[config.mk]
export PLATFORM = sky130hd
export DESIGN_NAME = fifo_ctrl_fwft
export DESIGN_NICKNAME = d
export VERILOG_FILES = /design/src/rtl/fifo_ctrl_fwft.sv
export SDC_FILE = /design/constraint.sdc
export NUM_CORES = 1
export LEC_CHECK = 0
export CORE_ASPECT_RATIO = 1.4
export CORE_MARGIN = 3
export CORE_UTILIZATION = 31
export DETAILED_ROUTE_END_ITERATION = 10
export PLACE_DENSITY_LB_ADDON = 0.3
export SETUP_SLACK_MARGIN = 0.15
export SLEW_MARGIN = 40
export SYNTH_ARGS = -nofsm -noshare
export SYNTH_HDL_FRONTEND = slang
export SYNTH_SLANG_ARGS = --single-unit
[constraint.sdc]
create_clock -name clk -period 3.93 [get_ports clk]
set_input_delay 0.786 -clock clk [delete_from_list [all_inputs] [get_ports clk]]
set_output_delay 0.786 -clock clk [all_outputs]
set_load 0.005 [all_outputs]
[src/rtl/fifo_ctrl_fwft.sv]
// fifo_ctrl_fwft: first-word-fall-through FIFO controller for a dual-port RAM
// with synchronous write and asynchronous read. The controller owns the
// pointers, occupancy, status flags and handshakes. The RAM's combinational
// read data is presented directly as the FIFO head, so reads take zero cycles.
module fifo_ctrl_fwft #(
  parameter int ADDR_WIDTH   = 4,
  parameter int DATA_WIDTH   = 32,
  parameter int AFULL_THRESH = 12
) (
  input  logic                  clk,
  input  logic                  rst,
  input  logic                  flush,
  input  logic                  in_valid,
  output logic                  in_ready,
  input  logic [DATA_WIDTH-1:0] in_data,
  output logic                  out_valid,
  input  logic                  out_ready,
  output logic [DATA_WIDTH-1:0] out_data,
  output logic [ADDR_WIDTH:0]   level,
  output logic                  almost_full,
  output logic                  overflow,
  output logic                  underflow,
  output logic [ADDR_WIDTH-1:0] ram_waddr,
  output logic                  ram_we,
  output logic [DATA_WIDTH-1:0] ram_wdata,
  output logic [ADDR_WIDTH-1:0] ram_raddr,
  output logic                  ram_re,
  input  logic [DATA_WIDTH-1:0] ram_rdata
);

  localparam logic [ADDR_WIDTH:0] AFULL_LVL = (ADDR_WIDTH+1)'(AFULL_THRESH);
  localparam logic [ADDR_WIDTH:0] PTR_ONE   = (ADDR_WIDTH+1)'(1);

  // Pointers carry one extra wrap bit so full and empty stay distinguishable.
  logic [ADDR_WIDTH:0] wr_ptr_q, wr_ptr_d;
  logic [ADDR_WIDTH:0] rd_ptr_q, rd_ptr_d;
  logic [ADDR_WIDTH:0] level_q, level_d;
  logic                afull_q, afull_d;
  logic                ovf_q, ovf_d;
  logic                udf_q, udf_d;

  logic empty;
  logic full;
  logic push;
  logic pop;

  // Status decoded from registered pointers only; no path from in_valid/out_ready.
  assign empty = (wr_ptr_q == rd_ptr_q);
  assign full  = (wr_ptr_q[ADDR_WIDTH-1:0] == rd_ptr_q[ADDR_WIDTH-1:0]) &&
                 (wr_ptr_q[ADDR_WIDTH] != rd_ptr_q[ADDR_WIDTH]);

  assign in_ready  = !full;
  assign out_valid = !empty;

  // Transfers are suppressed during flush and reset so nothing reaches the RAM.
  assign push = in_valid && !full && !flush && !rst;
  assign pop  = out_valid && out_ready && !flush && !rst;

  // RAM ports: writes never happen while full, reads only when data is present,
  // so the RAM's same-address bypass is never relied on.
  assign ram_we    = push;
  assign ram_waddr = wr_ptr_q[ADDR_WIDTH-1:0];
  assign ram_wdata = in_data;
  assign ram_re    = !empty;
  assign ram_raddr = rd_ptr_q[ADDR_WIDTH-1:0];
  assign out_data  = ram_rdata;

  assign level       = level_q;
  assign almost_full = afull_q;
  assign overflow    = ovf_q;
  assign underflow   = udf_q;

  // Next-state: pointer advance, occupancy, sticky errors, flush clearing.
  always_comb begin
    wr_ptr_d = wr_ptr_q;
    rd_ptr_d = rd_ptr_q;
    level_d  = level_q;
    ovf_d    = ovf_q;
    udf_d    = udf_q;

    if (flush) begin
      wr_ptr_d = '0;
      rd_ptr_d = '0;
      level_d  = '0;
      ovf_d    = 1'b0;
      udf_d    = 1'b0;
    end else begin
      if (push) wr_ptr_d = wr_ptr_q + PTR_ONE;
      if (pop)  rd_ptr_d = rd_ptr_q + PTR_ONE;
      case ({push, pop})
        2'b10:   level_d = level_q + PTR_ONE;
        2'b01:   level_d = level_q - PTR_ONE;
        default: level_d = level_q;
      endcase
      if (in_valid && full)   ovf_d = 1'b1;
      if (out_ready && empty) udf_d = 1'b1;
    end

    // Derived from the next level so it changes in the same cycle as level.
    afull_d = (level_d >= AFULL_LVL);
  end

  // State register with synchronous reset taking priority over flush.
  always_ff @(posedge clk) begin
    if (rst) begin
      wr_ptr_q <= '0;
      rd_ptr_q <= '0;
      level_q  <= '0;
      afull_q  <= 1'b0;
      ovf_q    <= 1'b0;
      udf_q    <= 1'b0;
    end else begin
      wr_ptr_q <= wr_ptr_d;
      rd_ptr_q <= rd_ptr_d;
      level_q  <= level_d;
      afull_q  <= afull_d;
      ovf_q    <= ovf_d;
      udf_q    <= udf_d;
    end
  end

endmodule
After elaboration in Yosys (flattened, before gate mapping)
Index checks and enable logic that the tools add are counted.
W data, S select, Z words.
Word-level totals
  word-level logic and storage cells: 32
  register bits after elaboration: 18
Cells by class
  equal/unequal tests: 5
  magnitude comparators: 1
  mux-type cells: 2
  add/sub/neg operators: 4
  reductions and logical operators: 14
Operators by type and width (number)
  $add A5 B1 Y5 const B: 3
  $pmux W5 S2: 1
  $logic_and A1 B1 Y1: 9
  $eq A5 B5 Y1: 1
  $ge A5 B4 Y1 const B: 1
  $mux W5: 1
  $sub A5 B1 Y5 const B: 1
  $eq A4 B4 Y1: 1
  $logic_not A1 Y1: 4
  $eq A2 B1 Y1 const B: 1
  $eq A2 B2 Y1 const B: 1
  $reduce_or A2 Y1: 1
  $ne A1 B1 Y1: 1

Depth between registers and ports, before layout
  depth in word-level cells: 10
  mapped depth: 11
  depth with buffers taken out: 11

Least setup slack after synthesis
OpenSTA, ideal clock, no wires.
  kind: input-to-reg
  from: input flush
  to: register afull_q, in the netlist almost_full
  setup time: 0.082 ns
  arrival time: 2.804 ns
  buffers on the path: 1
  slack: 1.044 ns
  data required time: 3.848 ns
  cell stages on the path: 9
  cells stage by stage: nor2_1 > clkbuf_1 > and2_1 > ha_1 > ha_1 > a21o_1 > a2111oi_0 > and3b_1 > o221ai_1
Between the ends
  cells in the longest elaborated chain, start to end: 7
Ends and longest elaborated chain
  start, declared: RTL line 12  | input logic flush,
  $logic_not A1 Y1 (*): RTL line 57  | assign pop = out_valid && out_ready && !flush && !rst;
  $logic_and A1 B1 Y1 (*) (2 in a row): RTL line 57
  named net pop: RTL line 45  | logic pop;
  $eq A2 B1 Y1 or $eq A2 B2 Y1 (tied branches): RTL line 90  | case ({push, pop})
  $pmux W5 S2 (*): RTL line 90
  $mux W5 (*): RTL line 81  | if (flush) begin
  $ge A5 B4 Y1 (*): RTL line 100  | afull_d = (level_d >= AFULL_LVL);
  end signal, assigned: RTL line 116  | afull_q <= afull_d;
  end, declared: RTL line 38  | logic afull_q, afull_d;
The timed path passes the listed nets; every way through them passes the cells marked *.
A chain may end at the register's enable or synchronous reset.

Final worst setup path
  from: input in_valid
  to: output ram_we
Between the ends
  cells in the longest elaborated chain, start to end: 3
Ends and longest elaborated chain
  start, declared: RTL line 13  | input logic in_valid,
  $logic_and A1 B1 Y1 (3 in a row): RTL line 56  | assign push = in_valid && !full && !flush && !rst;
  end, declared: RTL line 24  | output logic ram_we,
No other way between the ends.

==> summary.txt <==
Die
  – # rows: 30
  – I/O Pins: 153
  – Die W: 67.2 um
  – Initial Utilization: 32.8%
  – Die height: 91.6 um
  – Die footprint: 0.00616 mm2
  – Core region area: 0.00495 mm2

Global routing
  – Initial antenna violation count: 0
  – GRT Overall Usage: 10.4%
  – First-pass GRT wire length: 4.82 mm
  – Vias in the first global route: 996
  – Largest net degree at the start of global routing: 19
  – GR Overflow Total: 0

Placement
  – Gpl congestion: 0.813
  – Port bufs: 24
  – Cell Area, Placed: 0.00140 mm2
  – Dpl hpwl: 2.26 mm

STA
  – Setup TNS Final: 0 ps
  – Worst Max-Slew Pin Slew: 314 ps
  – Slew Limit Fails: 0
  – RSZ-0062 raised after global routing: no
  – Clock Skew: 3.59 ps
  – Tmin final: 3080 ps
  – Fmax: 324 MHz
  – Hold Fails Final Rpt: 0
  – Slew headroom: 78.5%
  – Final setup violation count: 0
  – Tcrit/Tclk final: 78.5%

Synthesis
  – Synth area leaders: buf_4 (34%), dfxtp_1 (22%), ha_1 (4.6%), nand2_1 (4.6%), a2111o_1 (4.2%)
  – Mapped Cells: 198
  – Area leader, netlist: buf_4
  – Mux contribution to synthesized area: 2.47%
  – Post-synth net total: 274
  – FF+latch count, synth: 18
  – Yosys top cell area share: 33.7%
  – Post-synthesis xor/xnor area fraction: 4.31%
  – Synth Area in Adders: 5.86%
  – Cell with the most instances after synthesis: buf_4
  – Synth Cell Area: 0.00162 mm2
  – Compound-Gate Fraction of Synth Area: 14.7%
  – Fraction of registers with async set/reset: 0%
  – Largest family of logic cells by synthesized area: buffers and inverters
  – Ys flop type: dfxtp_1
  – Post-synthesis sequential area ratio: 22.2%
  – Distinct cells, synth: 33
  – Synthesis Warnings: 0
  – Avg Cell Area, Syn: 8.20 um2
  – Simple-Gate Fraction of Synth Area: 14.2%
  – Post-synth EDFFs: 0
  – Post-synth top cells: buf_4 (73), nand2_1 (20), dfxtp_1 (18)

Clock tree
  – # hold bufs at CTS: 0
  – CTS Buf Count: 3
  – Root Driver: clkbuf_8
  – Clk slew on worst S/H paths: 70 ps
  – Post-CTS Setup Inserts: 0
  – Clock Path Buffers: 2
  – Clock sink count: 18
  – H-tree levels: 1
  – Worst skew pair latency: 260 ps
  – Resized Gates After CTS: 0
  – CTS tree: yes

Setup path
  – Top cell by count, worst path: clkdlybuf4s50_1
  – Crit-path cells: clkdlybuf4s50_1 > a21boi_2 > and2_1 > clkdlybuf4s50_1
  – Startpoint class of the critical path: input pin
  – WS Path Type: input pin to output pin
  – CP max stage cell: clkdlybuf4s50_1
  – Critical Path AT: 2300 ps
  – R2r worst-path depth: 11
  – Worst path max stage delay: 560 ps
  – CP required: 3140 ps
  – Largest fanout on the critical path: 5
  – Critical path endpoint category: output pin

Power
  – Pwr Total: 0.386 mW
  – Pint: 0.294 mW
  – P_sw: 0.0914 mW
  – Comb power frac: 11.3%
  – Peak VDD IR: 88.9 uV
  – Clock Power Share: 40.3%
  – Pwr dens: 264 mW/mm2
  – Net Sw Frac: 23.7%
  – Seq pwr share: 48.4%
  – Leak: 0.564 nW

Routing
  – First drt pass iteration count: 4
  – Initial drt markers: 70
  – Via count: 1062
  – Vias per cell: 4.89
  – Total wire length: 3.02 mm
  – Post-route ant nets: 0
  – Drt drc: 0
  – Routed len/inst: 13.9 um

Finish
  – Layout cells sized above 1: 9.15%
  – Cell area after layout: 0.00146 mm2
  – # diodes: 0
  – Final Net Count: 230
  – Area Growth Syn to Fin: -10.2%

Job
  – Maxcap violations: 0

Min path
  – Hold WC Path Type: register to register
  – Hold Crit Depth: 2

Outcome
  – Status: completed
## state kept, by name, summed over array words and instances, names as in the netlist
signal / count
almost_full: 1
level: 5
overflow: 1
rd_ptr_q: 5
underflow: 1
wr_ptr_q: 5
## path summary, 6_finish.rpt
| path | startpoint | end | slack [ps] |
|---|---|---|---|
| worst max-delay path | in_valid | ram_we | 850 |
| worst min-delay path | underflow | underflow | 470 |
| worst max register to register | wr_ptr_q[1] | almost_full | 1020 |
| worst min register to register | underflow | underflow | 470 |
## critical path, delay by kind of cell
kind,cells,cell delay (ps)
buffers and inverters,2,1050
and+or+nand+nor,1,160
AOI/OAI and AO/OA,1,300
## cells in the final DEF, fill, tap and decap left out, types with 3 or more instances in the layout
master | netlist | final
a2111o_1 | 6 | 6
a21oi_1 | 9 | 9
buf_4 | 73 | 4
clkbuf_8 | 0 | 4
clkdlybuf4s50_1 | 0 | 24
dfxtp_1 | 18 | 18
ha_1 | 6 | 6
inv_1 | 5 | 5
mux2i_1 | 4 | 4
nand2_1 | 20 | 20
nand4_1 | 4 | 4
nor2_1 | 10 | 10
o21ai_1 | 6 | 6
or3_1 | 3 | 3
xor2_1 | 7 | 7
## layer usage
metal,track usage [%],share of wire (%),vias to the layer above
met5,0,0,-
met4,8.97,4.7,0
met3,2.33,7.6,22
met2,16.0,48,44
met1,11.6,39,484
li1,-,-,512
## area by class of cell
cell class                 instances  area [um2]
sequential                        18         360
clock buffer                       4        55.1
tap                               64        80.1
inverter                           5        18.8
timing repair buffer              28         270
multi-input combinational         98         674
fill                             557        3500
## cells by family (layout without fill, tap and decap cells)
| kind of cell | count (synthesis) | in the layout |
|---|---|---|
| buf+inv | 82 | 37 |
| simple gates | 46 | 46 |
| compound gates | 33 | 33 |
| flops | 18 | 18 |
| xor+xnor | 8 | 8 |
| fa+ha+maj | 7 | 7 |
| mux | 4 | 4 |
## power by group through the flow
stage / logic, mW / registers (mW) / clock network (mW)
after floorplan: 0.0798 / 0.190 / 0
after global placement: 0.0441 / 0.191 / 0
after detailed placement: 0.0441 / 0.191 / 0
after CTS: 0.0443 / 0.187 / 0.165
after global routing: 0.0479 / 0.187 / 0.173
final: 0.0434 / 0.187 / 0.156
## per-stage QoR
| step | utilization (%) | hold WS, ps | std cells | setup slack [ps] |
|---|---|---|---|---|
| floorplan | - | 461 | 198 | 1040 |
| global placement | 28.3 | 447 | 213 | 626 |
| detailed placement | 28.3 | 462 | 213 | 611 |
| CTS | 29.4 | 481 | 217 | 818 |
| global route | 29.4 | 493 | 217 | 635 |
| finish | 29.4 | 472 | 217 | 847 |
No activity file was read; power rests on OpenSTA's default activity.
